===== src/rtl/fsb_pcim_pkg.sv =====
// rtl/fsb_pcim_pkg.sv - shared constants and FSM state type for the PCIM->FSB reader
package fsb_pcim_pkg;

   localparam logic [7:0] REG_BASE_LO    = 8'h00;
   localparam logic [7:0] REG_BASE_HI    = 8'h04;
   localparam logic [7:0] REG_RING_BEATS = 8'h08;
   localparam logic [7:0] REG_HEAD       = 8'h0C;
   localparam logic [7:0] REG_TAIL       = 8'h10;
   localparam logic [7:0] REG_CTRL       = 8'h14;
   localparam logic [7:0] REG_STATUS     = 8'h18;
   localparam logic [7:0] REG_PKT_CNT    = 8'h1C;

   localparam int SLOT_W       = 128;
   localparam int SLOT_VLD_BIT = 127;

   localparam logic [2:0] AXI_SIZE_64B = 3'h6;

   typedef enum logic [1:0] {
      ST_IDLE,
      ST_AR,
      ST_RD,
      ST_DRAIN
   } fsm_state_e;

endpackage


===== src/rtl/fsb_beat_unpack.sv =====
// rtl/fsb_beat_unpack.sv - holds one captured PCIM beat and emits its valid slots as FSB packets
module fsb_beat_unpack
   import fsb_pcim_pkg::*;
#(
   parameter int FSB_WIDTH  = 80,
   parameter int DATA_WIDTH = 512
) (
   input  logic                  i_clk,
   input  logic                  i_rst_n,
   input  logic                  i_load,
   input  logic [DATA_WIDTH-1:0] i_beat,
   input  logic                  i_active,
   input  logic                  i_yumi,
   output logic                  o_v,
   output logic [FSB_WIDTH-1:0]  o_data,
   output logic                  o_done
);

   localparam int SLOTS = DATA_WIDTH / SLOT_W;
   localparam int IDX_W = (SLOTS > 1) ? $clog2(SLOTS) : 1;
   localparam logic [IDX_W-1:0] LAST_IDX = IDX_W'(SLOTS - 1);

   logic [SLOTS-1:0]     r_vld;
   logic [FSB_WIDTH-1:0] r_pkt [SLOTS];
   logic [IDX_W-1:0]     r_idx;
   logic                 w_cur_vld;
   logic                 w_step;
   logic                 w_unused_beat;

   // only the slot-valid bit and the low FSB_WIDTH bits of each slot are kept
   assign w_unused_beat = ^i_beat;

   assign w_cur_vld = r_vld[r_idx];
   // an invalid slot advances on its own; a valid one waits for the consumer
   assign w_step    = i_active && (!w_cur_vld || i_yumi);
   assign o_done    = w_step && (r_idx == LAST_IDX);
   assign o_v       = i_active && w_cur_vld;
   assign o_data    = o_v ? r_pkt[r_idx] : '0;

   always_ff @(posedge i_clk or negedge i_rst_n) begin
      if (!i_rst_n) begin
         r_vld <= '0;
         r_idx <= '0;
         for (int k = 0; k < SLOTS; k++) begin
            r_pkt[k] <= '0;
         end
      end else if (i_load) begin
         r_idx <= '0;
         for (int k = 0; k < SLOTS; k++) begin
            r_vld[k] <= i_beat[k*SLOT_W + SLOT_VLD_BIT];
            r_pkt[k] <= i_beat[k*SLOT_W +: FSB_WIDTH];
         end
      end else if (w_step) begin
         r_idx <= (r_idx == LAST_IDX) ? '0 : r_idx + 1'b1;
      end
   end

endmodule


===== src/rtl/m_axi4_fsb_reader.sv =====
// rtl/m_axi4_fsb_reader.sv - AXI4 read master draining a host ring buffer into FSB packets
// Optional FSB_RD_PKT_CNT_EN adds a 32-bit consumed-packet counter at 0x1C.
module m_axi4_fsb_reader
   import fsb_pcim_pkg::*;
#(
   parameter int FSB_WIDTH  = 80,
   parameter int DATA_WIDTH = 512,
   parameter int ID_WIDTH   = 6,
   parameter int PTR_WIDTH  = 16
) (
   input  logic                  clk_i,
   input  logic                  resetn_i,
   input  logic                  cfg_wr_i,
   input  logic                  cfg_rd_i,
   input  logic [7:0]            cfg_addr_i,
   input  logic [31:0]           cfg_wdata_i,
   output logic [31:0]           cfg_rdata_o,
   output logic                  cfg_ack_o,
   output logic [ID_WIDTH-1:0]   arid_o,
   output logic [63:0]           araddr_o,
   output logic [7:0]            arlen_o,
   output logic [2:0]            arsize_o,
   output logic                  arvalid_o,
   input  logic                  arready_i,
   input  logic [ID_WIDTH-1:0]   rid_i,
   input  logic [DATA_WIDTH-1:0] rdata_i,
   input  logic [1:0]            rresp_i,
   input  logic                  rlast_i,
   input  logic                  rvalid_i,
   output logic                  rready_o,
   output logic                  fsb_v_o,
   output logic [FSB_WIDTH-1:0]  fsb_data_o,
   input  logic                  fsb_yumi_i
);

   fsm_state_e           r_state;
   fsm_state_e           w_state_next;
   logic [63:6]          r_base;
   logic [PTR_WIDTH-1:0] r_ring;
   logic [PTR_WIDTH-1:0] r_head;
   logic [PTR_WIDTH-1:0] r_tail;
   logic                 r_en;
   logic                 r_err;
   logic                 r_cfg_ack;
   logic [31:0]          r_cfg_rdata;
   logic [31:0]          w_rdata;
   logic [31:0]          w_pkt_cnt;
   logic [63:0]          w_araddr;
   logic [PTR_WIDTH-1:0] w_tail_next;
   logic                 w_cfg_open;
   logic                 w_load;
   logic                 w_err;
   logic                 w_done;
   logic                 w_unused_r;

   // single-beat bursts: rlast is always set and the ID is always zero
   assign w_unused_r = ^{rid_i, rlast_i};

   assign arid_o      = '0;
   assign arlen_o     = 8'h00;
   assign arsize_o    = AXI_SIZE_64B;
   assign w_araddr    = {r_base, 6'b0} + (64'(r_tail) << 6);
   assign araddr_o    = (r_state == ST_AR) ? w_araddr : '0;
   assign w_tail_next = (r_tail == r_ring - 1'b1) ? '0 : r_tail + 1'b1;
   assign w_cfg_open  = !r_en && (r_state == ST_IDLE);
   assign cfg_ack_o   = r_cfg_ack;
   assign cfg_rdata_o = r_cfg_rdata;

   always_ff @(posedge clk_i or negedge resetn_i) begin
      if (!resetn_i) begin
         r_state <= ST_IDLE;
      end else begin
         r_state <= w_state_next;
      end
   end

   always_comb begin
      w_state_next = r_state;
      arvalid_o    = 1'b0;
      rready_o     = 1'b0;
      w_load       = 1'b0;
      w_err        = 1'b0;
      case (r_state)
         ST_IDLE: begin
            if (r_en && (r_ring != '0) && (r_head != r_tail)) begin
               w_state_next = ST_AR;
            end
         end
         ST_AR: begin
            arvalid_o = 1'b1;
            if (arready_i) begin
               w_state_next = ST_RD;
            end
         end
         ST_RD: begin
            rready_o = 1'b1;
            if (rvalid_i) begin
               if (rresp_i != 2'b00) begin
                  w_err        = 1'b1;
                  w_state_next = ST_IDLE;
               end else begin
                  w_load       = 1'b1;
                  w_state_next = ST_DRAIN;
               end
            end
         end
         ST_DRAIN: begin
            if (w_done) begin
               w_state_next = ST_IDLE;
            end
         end
         default: w_state_next = ST_IDLE;
      endcase
   end

   fsb_beat_unpack #(
      .FSB_WIDTH  (FSB_WIDTH),
      .DATA_WIDTH (DATA_WIDTH)
   ) u_unpack (
      .i_clk    (clk_i),
      .i_rst_n  (resetn_i),
      .i_load   (w_load),
      .i_beat   (rdata_i),
      .i_active (r_state == ST_DRAIN),
      .i_yumi   (fsb_yumi_i),
      .o_v      (fsb_v_o),
      .o_data   (fsb_data_o),
      .o_done   (w_done)
   );

   always_ff @(posedge clk_i or negedge resetn_i) begin
      if (!resetn_i) begin
         r_base <= '0;
         r_ring <= '0;
         r_head <= '0;
         r_tail <= '0;
         r_en   <= 1'b0;
         r_err  <= 1'b0;
      end else begin
         if (cfg_wr_i) begin
            case (cfg_addr_i)
               REG_BASE_LO: if (w_cfg_open) r_base[31:6] <= cfg_wdata_i[31:6];
               REG_BASE_HI: if (w_cfg_open) r_base[63:32] <= cfg_wdata_i;
               REG_RING_BEATS: if (w_cfg_open) r_ring <= cfg_wdata_i[PTR_WIDTH-1:0];
               REG_HEAD: if (cfg_wdata_i < 32'(r_ring)) r_head <= cfg_wdata_i[PTR_WIDTH-1:0];
               REG_CTRL: r_en <= cfg_wdata_i[0];
               REG_STATUS: if (cfg_wdata_i[0]) r_err <= 1'b0;
               default: ;
            endcase
         end
         // resizing the ring restarts consumption from its first beat
         if (cfg_wr_i && (cfg_addr_i == REG_RING_BEATS) && w_cfg_open) begin
            r_tail <= '0;
         end else if (w_done) begin
            r_tail <= w_tail_next;
         end
         // a bad response wins over a same-cycle CTRL write or W1C
         if (w_err) begin
            r_err <= 1'b1;
            r_en  <= 1'b0;
         end
      end
   end

`ifdef FSB_RD_PKT_CNT_EN
   logic [31:0] r_pkt_cnt;

   always_ff @(posedge clk_i or negedge resetn_i) begin
      if (!resetn_i) begin
         r_pkt_cnt <= '0;
      end else if (cfg_wr_i && (cfg_addr_i == REG_PKT_CNT)) begin
         r_pkt_cnt <= '0;
      end else if (fsb_yumi_i) begin
         r_pkt_cnt <= r_pkt_cnt + 32'd1;
      end
   end

   assign w_pkt_cnt = r_pkt_cnt;
`else
   assign w_pkt_cnt = '0;
`endif

   always_comb begin
      w_rdata = '0;
      case (cfg_addr_i)
         REG_BASE_LO:    w_rdata = {r_base[31:6], 6'b0};
         REG_BASE_HI:    w_rdata = r_base[63:32];
         REG_RING_BEATS: w_rdata = 32'(r_ring);
         REG_HEAD:       w_rdata = 32'(r_head);
         REG_TAIL:       w_rdata = 32'(r_tail);
         REG_CTRL:       w_rdata = {31'b0, r_en};
         REG_STATUS:     w_rdata = {30'b0, (r_state == ST_IDLE), r_err};
         REG_PKT_CNT:    w_rdata = w_pkt_cnt;
         default:        w_rdata = '0;
      endcase
   end

   always_ff @(posedge clk_i or negedge resetn_i) begin
      if (!resetn_i) begin
         r_cfg_ack   <= 1'b0;
         r_cfg_rdata <= '0;
      end else begin
         r_cfg_ack   <= cfg_wr_i || cfg_rd_i;
         r_cfg_rdata <= cfg_rd_i ? w_rdata : '0;
      end
   end

endmodule

===== config.mk =====
export PLATFORM = sky130hd
export DESIGN_NAME = m_axi4_fsb_reader
export DESIGN_NICKNAME = d
export VERILOG_FILES = /design/src/rtl/fsb_pcim_pkg.sv /design/src/rtl/fsb_beat_unpack.sv /design/src/rtl/m_axi4_fsb_reader.sv
export SDC_FILE = /design/constraint.sdc
export NUM_CORES = 1
export LEC_CHECK = 0
export ABC_AREA = 1
export CORE_AREA = 4 4 293 295
export DETAILED_ROUTE_END_ITERATION = 10
export DIE_AREA = 0 0 297 299
export PLACE_DENSITY = 0.55
export SYNTH_ARGS = -nofsm -noshare
export SYNTH_HDL_FRONTEND = slang
export SYNTH_HIERARCHICAL = 1
export SYNTH_SLANG_ARGS = --single-unit

===== constraint.sdc =====
create_clock -name clk_i -period 4.6 [get_ports clk_i]
set_clock_uncertainty 0.1 [all_clocks]
set_input_delay 1.15 -clock clk_i [delete_from_list [all_inputs] [get_ports clk_i]]
set_output_delay 1.15 -clock clk_i [all_outputs]
set_load 0.02 [all_outputs]

==> out/metrics.yaml <==
antenna_found_initial: 10
rsz0062_at_grt: "true"
cts_root_buffer: "clkbuf_16"
max_freq_mhz: 224
yosysSeqAreaShare: 0.456
port_buffers: 546
drt_pre_antenna_iters: 5
wl_per_cell_um: 20.3
clk_path_buf_depth: 3
grt_pass1_wl_um: 155000
ys_types: 52
grt_overflow: 0
synthTopCellsByCount: "nand2_1, dfrtp_1, o21ai_0"
clk_pin_slew_ns: 0.07
clk_latency_ns: 0.65
crit_type: "register to primary output"
critPathLaunchType: "register"
slowest_stage: "clkdlybuf4s50_1"
synth.area.top_cells: "dfrtp_1, nand2_1, o21ai_0, inv_1, a21oi_1"
grt_start_max_net_pins: 176
yosysTopAreaCell: "dfrtp_1"
status: "finished, final reports clean"
drt_iter0_drc: 1958
hp-class: "register to register"
num_io_pins: 765
cts_tree: "yes"
avgSynthCellArea_um2: 7.47
sw_frac_of_total: 0.363
cp-endpoint: "araddr_o[15]"
drc: 0
period_minus_slack_ns: 4.46
p_leak_uw: 0.0156
fin_crit_sh: 0.969
grt_use_total: 0.225
synthCells: 3451
grt_pass1_vias: 23700
fp.dieArea_um2: 88800
ir_worst_vdd_uv: 333
power.switching_uw: 5680
drive_above_1_share: 0.0859
end_kind: "primary output"
die_w_um: 297
area_growth_pct: 33.0
wirelength_um: 104000
clock_power_share: 0.293
dp_worst_setup_slack_ns: 0.294
htree_levels: 2
comb_power_share: 0.305
pwr-share-seq: 0.401
required_ns: 3.35
fp.dieH_um: 299
critPathArrivalTime_ns: 3.21
layout_setup_ws_ns: 0.142
crit_fanout: 5
cp-startpoint: "r_base[8]"
async_flop_share: 1.00
utilization: 0.412
synth_ff_type: "dfrtp_1"
yosys_register_bits: 469
finalSetupViolCount: 0
design.core.area_um2: 83200
synth_edf_count: 0
timing.rr.end: "r_tail[2]"
cp_common_cell: "nand2_1"
r2r-start: "u_unpack/r_idx[0]"
power_density_nw_per_um2: 457
vias: 24700
cts.sinks: 469
ff2ff_path_depth: 12
power.internal_uw: 9970
path_cells: "ha_1 > a21oi_1 > o21ai_2 > a21boi_2 > inv_1 > nand2_1 > nand2_1 > xnor2_1 > nor2_1 > clkdlybuf4s50_1"
rrSetupSlack_ns: 1.40
cts_inserted_buffers: 57
tns_ns: 0
hold_viol_final: 0
critPathMaxStageDelay_ns: 0.62
dpl_cell_area_um2: 32300
yosysTopAreaCellShare: 0.456
ant_nets: 0
max_cap_violations: 0
start_util: 0.310
rows: 106
place.gp.congestion: 0.955
nets: 4566
avgViaCountPerCell: 4.84
hpwlAfterDp_um: 77000
stdcell_area_um2: 34300
ys_warn_count: 6
maxSlewViolCount: 0
tightestPinTransition_ns: 1.03
synth_most_common_cell: "nand2_1"
ctsHoldBuffers: 0
maxSlewHeadroom: 0.312
synth_area_um2: 25800
[placed cells by master, fill, tap and decap left out, drive strengths merged, types with 29 or more instances in the layout]
cell type | Yosys | final
clkdlybuf4s50 | 0 | 496
buf | 135 | 96
inv | 362 | 364
clkbuf | 69 | 94
dfrtp | 469 | 469
o21ai | 442 | 442
nand3 | 110 | 110
a21oi | 313 | 313
nand2 | 1128 | 1128
nor2 | 190 | 190
nand4 | 29 | 29
ha | 34 | 34
nor3 | 45 | 45
[sequential cells by signal, indices dropped and copies added, names as in the netlist]
register and cells:
cfg_ack_o 1, cfg_rdata_o 32, r_base 58, r_en 1, r_err 1, r_head 16
r_ring 16, r_state 2, r_tail 16, u_unpack/r_idx 2, u_unpack/r_pkt 320, u_unpack/r_vld 4
[logic make-up after synthesis]
family / Yosys count / share of synthesized area
buffers and inverters: 567 / 0.0989
other: 2 / 0.000291
adder cells (fa/ha/maj): 35 / 0.0173
XOR/XNOR: 43 / 0.0149
AND/OR/NAND/NOR: 1531 / 0.241
AO/OA/AOI/OAI: 804 / 0.172
flip-flops: 469 / 0.456
[repair_timing]
action | 4_1_cts | 5_1_grt
setup buffers | 3 | 3
setup endpoints to repair | 50 | 35
gates resized for setup | 79 | 49
pin swaps | 2 | 1
[worst min path at each step]
stage                             start  cells past startpoint                   to  slack (ns)
floorplan             u_unpack/r_pkt[0]                      2    u_unpack/r_pkt[0]        0.34
global placement     u_unpack/r_pkt[24]                      2   u_unpack/r_pkt[24]        0.35
detailed placement  u_unpack/r_pkt[307]                      2  u_unpack/r_pkt[307]        0.35
CTS                 u_unpack/r_pkt[252]                      2  u_unpack/r_pkt[252]        0.37
global route         u_unpack/r_pkt[23]                      2   u_unpack/r_pkt[23]        0.38
finish               u_unpack/r_pkt[16]                      2   u_unpack/r_pkt[16]        0.36
[power by group through the flow]
stage	combinational [uW]	sequential, uW	clock (uW)
after floorplan	3240	6100	0
after global placement	4740	6290	0
after detailed placement	4820	6330	0
after CTS	4830	6270	4730
after global routing	5420	6440	4900
final	4780	6280	4590
[per-layer routing]
metal	up-vias	global-route usage	share of wire
li1	12100	-	-
met1	11600	0.308	0.44
met2	828	0.366	0.46
met3	131	0.0418	0.068
met4	2	0.0590	0.026
met5	-	0	0.00012
[per-stage QoR]
step / power [uW] / std cells / hold slack (ns)
after global placement: 11000 / 4978 / 0.347
after global routing: 16800 / 5090 / 0.378
final: 15600 / 5094 / 0.364
after floorplan: 9340 / 3472 / 0.337
after detailed placement: 11100 / 4978 / 0.353
after CTS: 15800 / 5082 / 0.367
[critical path, delay by kind of cell (launching register included)]
| kind | cells | cell delay (ns) |
|---|---|---|
| simple gates | 3 | 0.30 |
| xor+xnor | 1 | 0.20 |
| flops | 1 | 0.43 |
| fa+ha+maj | 1 | 0.37 |
| buf+inv | 2 | 0.73 |
| compound gates | 3 | 0.53 |
[final cells by class]
cell class | instances | area, um2
inverter | 363 | 1380
timing repair buffer | 636 | 6190
fill | 8688 | 48900
sequential | 469 | 11700
tap | 1080 | 1350
multi-input combinational | 2436 | 11700
clock inverter | 19 | 264
antenna | 9 | 22.5
clock buffer | 82 | 1650
(Power assumes the default switching activity.)
